$ cat src/rtl/tmr_reconfig_ctrl_if.sv
// Voter and DPR-engine signal bundle for tmr_reconfig_ctrl.
// master = replica/DPR-engine side, slave = the controller.
interface tmr_reconfig_ctrl_if;
  logic       rep_valid;
  logic [2:0] rep;
  logic       voted;
  logic       voted_valid;
  logic       uncorrectable;
  logic [2:0] mask;
  logic       dpr_req;
  logic [1:0] dpr_module;
  logic       dpr_ack;
  logic       dpr_done;
  logic       dpr_err;
  logic       busy;
  logic       fatal;

  modport master (
    output rep_valid, rep, dpr_ack, dpr_done, dpr_err,
    input  voted, voted_valid, uncorrectable, mask, dpr_req, dpr_module, busy, fatal
  );

  modport slave (
    input  rep_valid, rep, dpr_ack, dpr_done, dpr_err,
    output voted, voted_valid, uncorrectable, mask, dpr_req, dpr_module, busy, fatal
  );
endinterface

$ cat src/rtl/tmr_reconfig_ctrl.sv
// TMR voter with leaky per-replica error counters and DPR repair sequencing.
// Vote has 1-cycle latency; no input backpressure, DPR side is req/ack then done.
module tmr_reconfig_ctrl #(
  parameter int ERR_W          = 4,
  parameter int ERR_THRESH     = 3,
  parameter int LEAK_PERIOD    = 256,
  parameter int TIMEOUT_CYCLES = 1024,
  parameter int MAX_RETRY      = 2,
  parameter int SETTLE_CYCLES  = 16
) (
  input logic                clk,
  input logic                rst_n,
  tmr_reconfig_ctrl_if.slave bus
);

  localparam int TMR_MAX = (TIMEOUT_CYCLES > SETTLE_CYCLES) ? TIMEOUT_CYCLES : SETTLE_CYCLES;
  localparam int TMR_W   = $clog2(TMR_MAX + 1);
  localparam int LEAK_W  = (LEAK_PERIOD > 1) ? $clog2(LEAK_PERIOD) : 1;
  localparam int RETRY_W = $clog2(MAX_RETRY + 1);

  typedef enum logic [2:0] {
    S_IDLE, S_REQ, S_WAIT_DONE, S_SETTLE, S_FATAL
  } state_t;

  state_t             state_q, state_d;
  logic [ERR_W-1:0]   cnt_q [3];
  logic [LEAK_W-1:0]  leak_q;
  logic [TMR_W-1:0]   tmr_q, tmr_d, tmr_inc;
  logic [RETRY_W-1:0] retry_q, retry_d;
  logic [1:0]         module_q, module_d;
  logic               voted_q, voted_valid_q, unc_q;

  logic       maj, leak_tick, vote_ok, vote_val, pair_x, pair_y, timed_out;
  logic [2:0] mask, inc, dec, over;

  assign maj  = (bus.rep[0] & bus.rep[1]) | (bus.rep[0] & bus.rep[2]) | (bus.rep[1] & bus.rep[2]);
  assign mask = (state_q == S_IDLE) ? 3'b000 : (3'b001 << module_q);

  // The two replicas left in the vote when module_q is masked.
  always_comb begin
    pair_x = bus.rep[0];
    pair_y = bus.rep[1];
    case (module_q)
      2'd0:    begin pair_x = bus.rep[1]; pair_y = bus.rep[2]; end
      2'd1:    begin pair_x = bus.rep[0]; pair_y = bus.rep[2]; end
      default: begin pair_x = bus.rep[0]; pair_y = bus.rep[1]; end
    endcase
  end

  assign vote_ok  = (mask == 3'b000) ? 1'b1 : (pair_x == pair_y);
  assign vote_val = (mask == 3'b000) ? maj : (pair_x & pair_y);

  always_ff @(posedge clk or negedge rst_n) begin
    if (!rst_n) begin
      voted_q       <= 1'b0;
      voted_valid_q <= 1'b0;
      unc_q         <= 1'b0;
    end else begin
      voted_valid_q <= bus.rep_valid;
      unc_q         <= bus.rep_valid & ~vote_ok;
      if (bus.rep_valid && vote_ok)
        voted_q <= vote_val;
    end
  end

  assign leak_tick = (leak_q == LEAK_W'(LEAK_PERIOD - 1));

  always_comb begin
    for (int i = 0; i < 3; i++) begin
      inc[i]  = bus.rep_valid && (mask == 3'b000) && (bus.rep[i] != maj);
      dec[i]  = leak_tick && (cnt_q[i] != '0) && !mask[i];
      over[i] = (cnt_q[i] >= ERR_W'(ERR_THRESH));
    end
  end

  // A masked counter is held at zero, which also covers the clear on a successful repair.
  always_ff @(posedge clk or negedge rst_n) begin
    if (!rst_n) begin
      leak_q <= '0;
      for (int i = 0; i < 3; i++) cnt_q[i] <= '0;
    end else begin
      leak_q <= leak_tick ? '0 : leak_q + 1'b1;
      for (int i = 0; i < 3; i++) begin
        if (mask[i])
          cnt_q[i] <= '0;
        else if (inc[i] && !dec[i] && (cnt_q[i] != '1))
          cnt_q[i] <= cnt_q[i] + 1'b1;
        else if (dec[i] && !inc[i])
          cnt_q[i] <= cnt_q[i] - 1'b1;
      end
    end
  end

  assign tmr_inc   = (tmr_q == '1) ? tmr_q : tmr_q + 1'b1;
  // Timer is 0 in the first REQ cycle, so this fires TIMEOUT_CYCLES cycles after REQ entry.
  assign timed_out = (tmr_q >= TMR_W'(TIMEOUT_CYCLES - 1));

  always_comb begin
    state_d  = state_q;
    tmr_d    = tmr_q;
    retry_d  = retry_q;
    module_d = module_q;
    case (state_q)
      S_IDLE: begin
        if (|over) begin
          state_d  = S_REQ;
          tmr_d    = '0;
          module_d = over[0] ? 2'd0 : (over[1] ? 2'd1 : 2'd2);
        end
      end
      S_REQ: begin
        tmr_d = tmr_inc;
        if (bus.dpr_ack) state_d = S_WAIT_DONE;
      end
      S_WAIT_DONE: begin
        tmr_d = tmr_inc;
        if (bus.dpr_done && !bus.dpr_err) begin
          state_d = S_SETTLE;
          tmr_d   = '0;
        end else if ((bus.dpr_done && bus.dpr_err) || timed_out) begin
          if (retry_q < RETRY_W'(MAX_RETRY)) begin
            state_d = S_REQ;
            retry_d = retry_q + 1'b1;
            tmr_d   = '0;
          end else begin
            state_d = S_FATAL;
          end
        end
      end
      S_SETTLE: begin
        tmr_d = tmr_inc;
        if (tmr_q == TMR_W'(SETTLE_CYCLES - 1)) begin
          state_d = S_IDLE;
          retry_d = '0;
          tmr_d   = '0;
        end
      end
      S_FATAL: ;
      default: state_d = S_IDLE;
    endcase
  end

  always_ff @(posedge clk or negedge rst_n) begin
    if (!rst_n) begin
      state_q  <= S_IDLE;
      tmr_q    <= '0;
      retry_q  <= '0;
      module_q <= 2'd0;
    end else begin
      state_q  <= state_d;
      tmr_q    <= tmr_d;
      retry_q  <= retry_d;
      module_q <= module_d;
    end
  end

  assign bus.voted         = voted_q;
  assign bus.voted_valid   = voted_valid_q;
  assign bus.uncorrectable = unc_q;
  assign bus.mask          = mask;
  assign bus.dpr_req       = (state_q == S_REQ);
  assign bus.dpr_module    = module_q;
  assign bus.busy          = (state_q != S_IDLE);
  assign bus.fatal         = (state_q == S_FATAL);

endmodule
$ cat src/flat_wrapper.sv
// flat-port wrapper written by rule: the top's interface ports become plain ports
module tmr_reconfig_ctrl_flat 
#(
  parameter int ERR_W          = 4,
  parameter int ERR_THRESH     = 3,
  parameter int LEAK_PERIOD    = 256,
  parameter int TIMEOUT_CYCLES = 1024,
  parameter int MAX_RETRY      = 2,
  parameter int SETTLE_CYCLES  = 16
)
  (clk, rst_n, bus_rep_valid, bus_rep, bus_dpr_ack, bus_dpr_done, bus_dpr_err, bus_voted, bus_voted_valid, bus_uncorrectable, bus_mask, bus_dpr_req, bus_dpr_module, bus_busy, bus_fatal);
  tmr_reconfig_ctrl_if bus_i ();
  input logic clk;
  input logic rst_n;
  input wire logic [$bits(bus_i.rep_valid)-1:0] bus_rep_valid;
  input wire logic [$bits(bus_i.rep)-1:0] bus_rep;
  input wire logic [$bits(bus_i.dpr_ack)-1:0] bus_dpr_ack;
  input wire logic [$bits(bus_i.dpr_done)-1:0] bus_dpr_done;
  input wire logic [$bits(bus_i.dpr_err)-1:0] bus_dpr_err;
  output wire logic [$bits(bus_i.voted)-1:0] bus_voted;
  output wire logic [$bits(bus_i.voted_valid)-1:0] bus_voted_valid;
  output wire logic [$bits(bus_i.uncorrectable)-1:0] bus_uncorrectable;
  output wire logic [$bits(bus_i.mask)-1:0] bus_mask;
  output wire logic [$bits(bus_i.dpr_req)-1:0] bus_dpr_req;
  output wire logic [$bits(bus_i.dpr_module)-1:0] bus_dpr_module;
  output wire logic [$bits(bus_i.busy)-1:0] bus_busy;
  output wire logic [$bits(bus_i.fatal)-1:0] bus_fatal;
  assign bus_i.rep_valid = bus_rep_valid;
  assign bus_i.rep = bus_rep;
  assign bus_i.dpr_ack = bus_dpr_ack;
  assign bus_i.dpr_done = bus_dpr_done;
  assign bus_i.dpr_err = bus_dpr_err;
  assign bus_voted = bus_i.voted;
  assign bus_voted_valid = bus_i.voted_valid;
  assign bus_uncorrectable = bus_i.uncorrectable;
  assign bus_mask = bus_i.mask;
  assign bus_dpr_req = bus_i.dpr_req;
  assign bus_dpr_module = bus_i.dpr_module;
  assign bus_busy = bus_i.busy;
  assign bus_fatal = bus_i.fatal;
  tmr_reconfig_ctrl #(.ERR_W(ERR_W), .ERR_THRESH(ERR_THRESH), .LEAK_PERIOD(LEAK_PERIOD), .TIMEOUT_CYCLES(TIMEOUT_CYCLES), .MAX_RETRY(MAX_RETRY), .SETTLE_CYCLES(SETTLE_CYCLES)) u_core (.clk(clk), .rst_n(rst_n), .bus(bus_i));
endmodule
$ cat config.mk
export PLATFORM = sky130hd
export DESIGN_NAME = tmr_reconfig_ctrl_flat
export DESIGN_NICKNAME = d
export VERILOG_FILES = /design/src/rtl/tmr_reconfig_ctrl_if.sv /design/src/rtl/tmr_reconfig_ctrl.sv /design/src/flat_wrapper.sv
export SDC_FILE = /design/constraint.sdc
export NUM_CORES = 1
export LEC_CHECK = 0
export CAP_MARGIN = 30
export CORE_MARGIN = 5
export CORE_UTILIZATION = 40
export CTS_BUF_LIST = sky130_fd_sc_hd__clkbuf_8 sky130_fd_sc_hd__clkbuf_16
export DETAILED_ROUTE_END_ITERATION = 10
export PLACE_DENSITY = 0.58
export REMOVE_ABC_BUFFERS = 1
export SLEW_MARGIN = 20
export SYNTH_ARGS = -nofsm -noshare
export SYNTH_HDL_FRONTEND = slang
export SYNTH_SLANG_ARGS = --single-unit
$ cat constraint.sdc
create_clock -name clk -period 6.7 [get_ports clk]
set_input_delay 1.34 -clock clk [delete_from_list [all_inputs] [get_ports clk]]
set_output_delay 1.34 -clock clk [all_outputs]
set_load 0.005 [all_outputs]
# ---- After elaboration in Yosys (flattened, before gate mapping)
# Index checks and enable logic that the tools add are counted.
dict set report word_totals {
  ram_bits 0
  latch_bits 0
  output_inout_bits 11
  regBits 41
  inputBits 9
  word_cells 144
  memories 0
  mem_bits_ro 0
}
dict set report op_classes {
  n_shift 1
  n_eq_ne 22
  div_mod_pow 0
  order_cmp 5
  n_mul 0
  muxes 36
  reduce_logical 51
  addsub 9
  n_bitwise 9
}
# cell n
set ops {}
lappend ops {{11-bit two-way mux} 6}
lappend ops {{11-bit one-hot mux with 4 select lines} 1}
lappend ops {{4-bit two-way mux} 9}
lappend ops {{1-bit logical AND} 22}
lappend ops {{3-bit two-way mux} 7}
lappend ops {{4-bit nonzero test} 4}
lappend ops {{3-bit one-hot mux with 5 select lines} 1}
lappend ops {{4-bit by 1-bit adder with 4-bit output, second input constant} 3}
lappend ops {{4-bit by 2-bit greater-or-equal comparator with 1-bit output, second input constant} 3}
lappend ops {{2-bit two-way mux} 6}
lappend ops {{4-bit inequality test, second input constant} 3}
lappend ops {{3-bit nonzero test} 4}
lappend ops {{4-bit by 1-bit subtractor with 4-bit output, second input constant} 3}
lappend ops {{11-bit by 1-bit adder with 11-bit output, second input constant} 1}
lappend ops {{11-bit == test, second input constant} 1}
lappend ops {{11-bit by 4-bit == test with 1-bit output, second input constant} 1}
lappend ops {{11-bit by 10-bit greater-or-equal comparator with 1-bit output, second input constant} 1}
lappend ops {{1-bit logical NOT} 10}
lappend ops {{5-bit AND reduction} 2}
lappend ops {{8-bit by 1-bit adder with 8-bit output, second input constant} 1}
lappend ops {{8-bit == test, second input constant} 1}
lappend ops {{8-bit two-way mux} 1}
lappend ops {{3-bit by 2-bit == test with 1-bit output, second input constant} 2}
lappend ops {{3-bit logical NOT} 2}
lappend ops {{22 further kinds} 38}

# ---- Depth between registers and ports, before layout
dict set report logic_depth {
  word_depth 10
  mapped_depth 12
  depth_no_buf 11
}

# ---- Worst setup path before layout
# No wires, ideal clock.
dict set report synth_timing {
  path_kind {input-to-reg}
  startpoint {input port bus_rep[0]}
  endpoint {register u_core.cnt_q[7] (netlist bit)}
  n_path_buf 0
  required_ns 6.606
  setup_ns 0.094
  slack_ns 3.393
  arrival_ns 3.213
  path_stages 10
  cell_sequence {nor3b_1 o221a_4 nand2_1 a21o_1 ha_1 a21o_1 a21oi_1 nor2_1 a32o_1 a211oi_1}
}
dict set report synth_via {
  elab_chain_len 9
  elab_cells_between_ends 13
  cone_classes {eq/ne: 1; mux: 2; bitwise: 4; reduce/logical: 6}
}
# element line_no
set synth_rtl {}
lappend synth_rtl {{start, declared} flat_wrapper.sv:16} ;# input wire logic [$bits(bus_i.rep)-1:0] bus_rep;
lappend synth_rtl {{1-bit bitwise AND} tmr_reconfig_ctrl.sv:36} ;# assign maj = (bus.rep[0] & bus.rep[1]) | (bus.rep[0] & bus.rep[2]) | (bus.rep[1] & bus.rep[2]);
lappend synth_rtl {{1-bit OR * (2 in series)} tmr_reconfig_ctrl.sv:36}
lappend synth_rtl {{1-bit inequality test *} tmr_reconfig_ctrl.sv:70} ;# inc[i] = bus.rep_valid && (mask == 3'b000) && (bus.rep[i] != maj);
lappend synth_rtl {{1-bit logical AND *} tmr_reconfig_ctrl.sv:70}
lappend synth_rtl {{1-bit logical AND (2 in series)} tmr_reconfig_ctrl.sv:86} ;# else if (inc[i] && !dec[i] && (cnt_q[i] != '1))
lappend synth_rtl {{4-bit two-way mux} tmr_reconfig_ctrl.sv:86}
lappend synth_rtl {{4-bit two-way mux} tmr_reconfig_ctrl.sv:84} ;# if (mask[i])
lappend synth_rtl {{end signal, assigned by index} tmr_reconfig_ctrl.sv:87} ;# cnt_q[i] <= cnt_q[i] + 1'b1;
lappend synth_rtl {{end signal, assigned by index} tmr_reconfig_ctrl.sv:89} ;# cnt_q[i] <= cnt_q[i] - 1'b1;
lappend synth_rtl {{end, declared} tmr_reconfig_ctrl.sv:26} ;# logic [ERR_W-1:0] cnt_q [3];
# Every way passes the cells marked *; elsewhere a longest branch is shown, timed or not.
# A chain may end at the register's enable or synchronous reset.

# ---- Worst setup path after layout
dict set report layout_timing {
  startpoint {input port bus_rep[1]}
  endpoint {register u_core.cnt_q[7] (netlist bit)}
}
dict set report layout_via {
  elab_chain_len 9
  elab_cells_between_ends 13
  cone_classes {eq/ne: 1; mux: 2; bitwise: 4; reduce/logical: 6}
}
# element line_no
set layout_rtl {}
lappend layout_rtl {{1-bit bitwise AND} tmr_reconfig_ctrl.sv:36}
lappend layout_rtl {{1-bit OR (2 in series)} tmr_reconfig_ctrl.sv:36}
lappend layout_rtl {{1-bit inequality test *} tmr_reconfig_ctrl.sv:70}
lappend layout_rtl {{1-bit logical AND *} tmr_reconfig_ctrl.sv:70}
lappend layout_rtl {{1-bit logical AND (2 in series)} tmr_reconfig_ctrl.sv:86}
lappend layout_rtl {{4-bit two-way mux} tmr_reconfig_ctrl.sv:86}
lappend layout_rtl {{4-bit two-way mux} tmr_reconfig_ctrl.sv:84}
# Marked as above.

==> results by group <==
Layout
  – Non-filler cells, final: 400
  – Design area: 0.00312 mm2
  – # fillers: 649
  – Ant diodes: 0
  – Layout Nets: 340
  – Final core occ: 46.5%
  – Area delta synth->final: 14.0%
  – Share of cells above drive strength 1: 9.38%

Clocking
  – Clk slew on worst S/H paths: 0.09 ns
  – CTS max path bufs: 2
  – Clk sink count: 41
  – CTS root buf: clkbuf_8
  – Resize count post-CTS: 0
  – # H-tree levels: 2
  – Worst skew pair latency: 0.30 ns
  – Total CTS buffers: 5
  – CTS tree: yes
  – Post-CTS setup buffers: 0
  – Hold buffer count at cts: 0

Synth
  – Synth unique cells: 62
  – Asr flop ratio synth: 100%
  – Synthesized cell area: 0.00274 mm2
  – Share of the synthesized area in the top cell type: 37.4%
  – Post-synth EDFFs: 0
  – Total number of yosys warnings: 0
  – Cell with the most instances after synthesis: dfrtp_1
  – Avg Inst Size Synth: 9.07 um2
  – Yosys reg bits: 41
  – Cells after Synth: 302
  – Register area share after synthesis: 37.4%
  – Area contributors post-synth: dfrtp_1 (37%), a21oi_1 (4.4%), ha_1 (4.1%), nand3_1 (3.3%), inv_1 (3.2%)
  – Largest area contributor in the netlist: dfrtp_1
  – Most instantiated cells after synthesis: dfrtp_1 (41), a21oi_1 (24), inv_1 (23), nand3_1 (18), nand2_1 (17)
  – Most used DFF post-synth: dfrtp_1

Worst setup path
  – Worst r2r src: u_core.state_q[1]$_DFFE_PN0P_
  – Worst setup EP type: flip-flop
  – Worst R2R Path Depth: 11
  – Crit start category: primary input
  – Arrival time of the worst setup path: 4.05 ns
  – Kind of critical path: in2reg
  – CP Launch Point: bus_rep[1]
  – Req. time, crit path: 6.92 ns
  – Crit path max fanout: 9

Floorplan
  – Die Span Y: 92.8 um
  – Die area: 0.00861 mm2
  – Num rows: 30
  – Die span in x: 92.8 um
  – Starting Density: 40.8%
  – # IOs: 20
  – Core Box Area: 0.00672 mm2

Route
  – DRC errors left: 0
  – Drt wl/cell: 15.1 um
  – Via count: 2,378
  – Drt first-iter violations: 105
  – Via density per instance: 5.95
  – Drt pass-1 iters: 4
  – Total Wirelength: 6050 um
  – Number of routed nets with antenna violations: 0

STA
  – Clock skew: 0.00772 ns
  – Setup violators final: 0
  – Fmax: 0.261 GHz
  – Worst slew pin tran: 0.476 ns
  – RSZ-0062 raised after global routing: false
  – Hold Vio Cnt, Final: 0
  – Slew Viols, Final: 0
  – TNS Setup: 0 ns
  – Tmin final: 3.83 ns
  – Rel. slew slack: 68.0%
  – Final Cycle Share: 57.2%
  – Setup ws final: 2.87 ns
  – WHS: 0.510 ns

Worst hold path
  – Worst min path class: reg2reg
  – Hold path startpoint: u_core.leak_q[7]$_DFF_PN0_
  – Worst hold stages: 1

Placement
  – Final HPWL DP: 4380 um
  – Placed cell area: 0.00299 mm2
  – Worst slack at placement: 2.59 ns
  – IO buf count: 19
  – GPL Wtd Cong: 0.840
  – Placed Cells: 392

Global routing
  – Number of global-route vias before repair: 2,242
  – Global-route usage over all layers: 14.6%
  – First-pass GRT wire length: 10,400 um
  – Grt ovf: 0
  – Largest net degree at the start of global routing: 31
  – Initial antenna violation count: 0

Pwr
  – Max IR drop VDD: 0.188 mV
  – Leak Pwr: 1.35 nW
  – Tot Pwr: 1.24 mW
  – PwrDens: 397 mW/mm2

Outcome
  – Status: finished, final reports clean

Flow run
  – Max-cap violations: 0
## worst max-delay path: stages
cell and delay (ns):
clkdlybuf4s50_1 0.59, nor3b_1 0.30, o221a_4 0.29, nand2_1 0.06
a21o_1 0.18, ha_1 0.29, a21o_1 0.17, a21oi_1 0.23
nor2_1 0.10, a32o_1 0.28, a211oi_1 0.21
## routing by layer
metal | share of wire (%) | vias to the layer above | GRT usage, %
li1 | - | 1175 | -
met1 | 50 | 1150 | 20.8
met2 | 44 | 47 | 21.4
met3 | 4.9 | 6 | 4.06
met4 | 1.0 | 0 | 4.76
met5 | 0 | - | 0
## cell usage in the layout (no fill, tap or decap), types with 6 or more instances in the layout
cell | Yosys | layout
nand4_1 | 12 | 12
clkdlybuf4s50_1 | 0 | 18
dfrtp_1 | 41 | 41
nand2_1 | 17 | 17
o21ai_0 | 9 | 9
a31oi_1 | 11 | 11
ha_1 | 9 | 9
a21oi_1 | 24 | 24
and3_1 | 8 | 8
nand3_1 | 18 | 18
a21o_1 | 11 | 11
inv_1 | 23 | 23
o22ai_1 | 6 | 6
nor2_1 | 15 | 15
## cell families (layout without fill, tap and decap cells)
family                   count (synthesis)  after routing  share of synthesized area, %
AND/OR/NAND/NOR                        111            111                          23.4
flip-flops                              41             41                          37.4
XOR/XNOR                                 7              7                          2.24
buffers and inverters                   35             53                          5.71
AO/OA/AOI/OAI                           90             90                          22.6
adder cells (fa/ha/maj)                 13             13                          6.67
multiplexers                             5              5                          1.92
## sequential cells by signal (all words and copies together) (netlist names)
| signal | cells |
|---|---|
| u_core.state_q | 3 |
| u_core.bus.uncorrectable | 1 |
| u_core.retry_q | 2 |
| u_core.cnt_q | 12 |
| u_core.leak_q | 8 |
| u_core.bus.voted | 1 |
| u_core.bus.dpr_module | 2 |
| u_core.tmr_q | 11 |
| u_core.bus.voted_valid | 1 |
## where the power goes
group          switching, mW  total, mW  internal, mW
combinational          0.313      0.582         0.269
sequential            0.0966      0.410         0.313
clock                 0.0978      0.248         0.150
## cell type report
| cell class | instances | area, um2 | area share, % |
|---|---|---|---|
| Tap cell | 80 | 100 | 3.20 |
| Timing Repair Buffer | 21 | 213 | 6.81 |
| Clock inverter | 3 | 68.8 | 2.20 |
| Inverter | 24 | 90.1 | 2.88 |
| Multi-Input combinational cell | 226 | 1560 | 49.9 |
| Sequential cell | 41 | 1030 | 32.8 |
| Clock buffer | 5 | 68.8 | 2.20 |
## worst paths after layout
| path | to | slack [ns] |
|---|---|---|
| min | u_core.leak_q[7]$_DFF_PN0_ | 0.51 |
| max | u_core.cnt_q[7]$_DFFE_PN0P_ | 2.87 |
| min reg2reg | u_core.leak_q[7]$_DFF_PN0_ | 0.51 |
| min in group asynchronous | u_core.leak_q[3]$_DFF_PN0_ | 0.91 |
| max in group asynchronous | u_core.retry_q[1]$_DFFE_PN0P_ | 5.32 |
| max reg2reg | u_core.cnt_q[11]$_DFFE_PN0P_ | 3.61 |
Note: power is estimated with default switching activity, not from simulation.
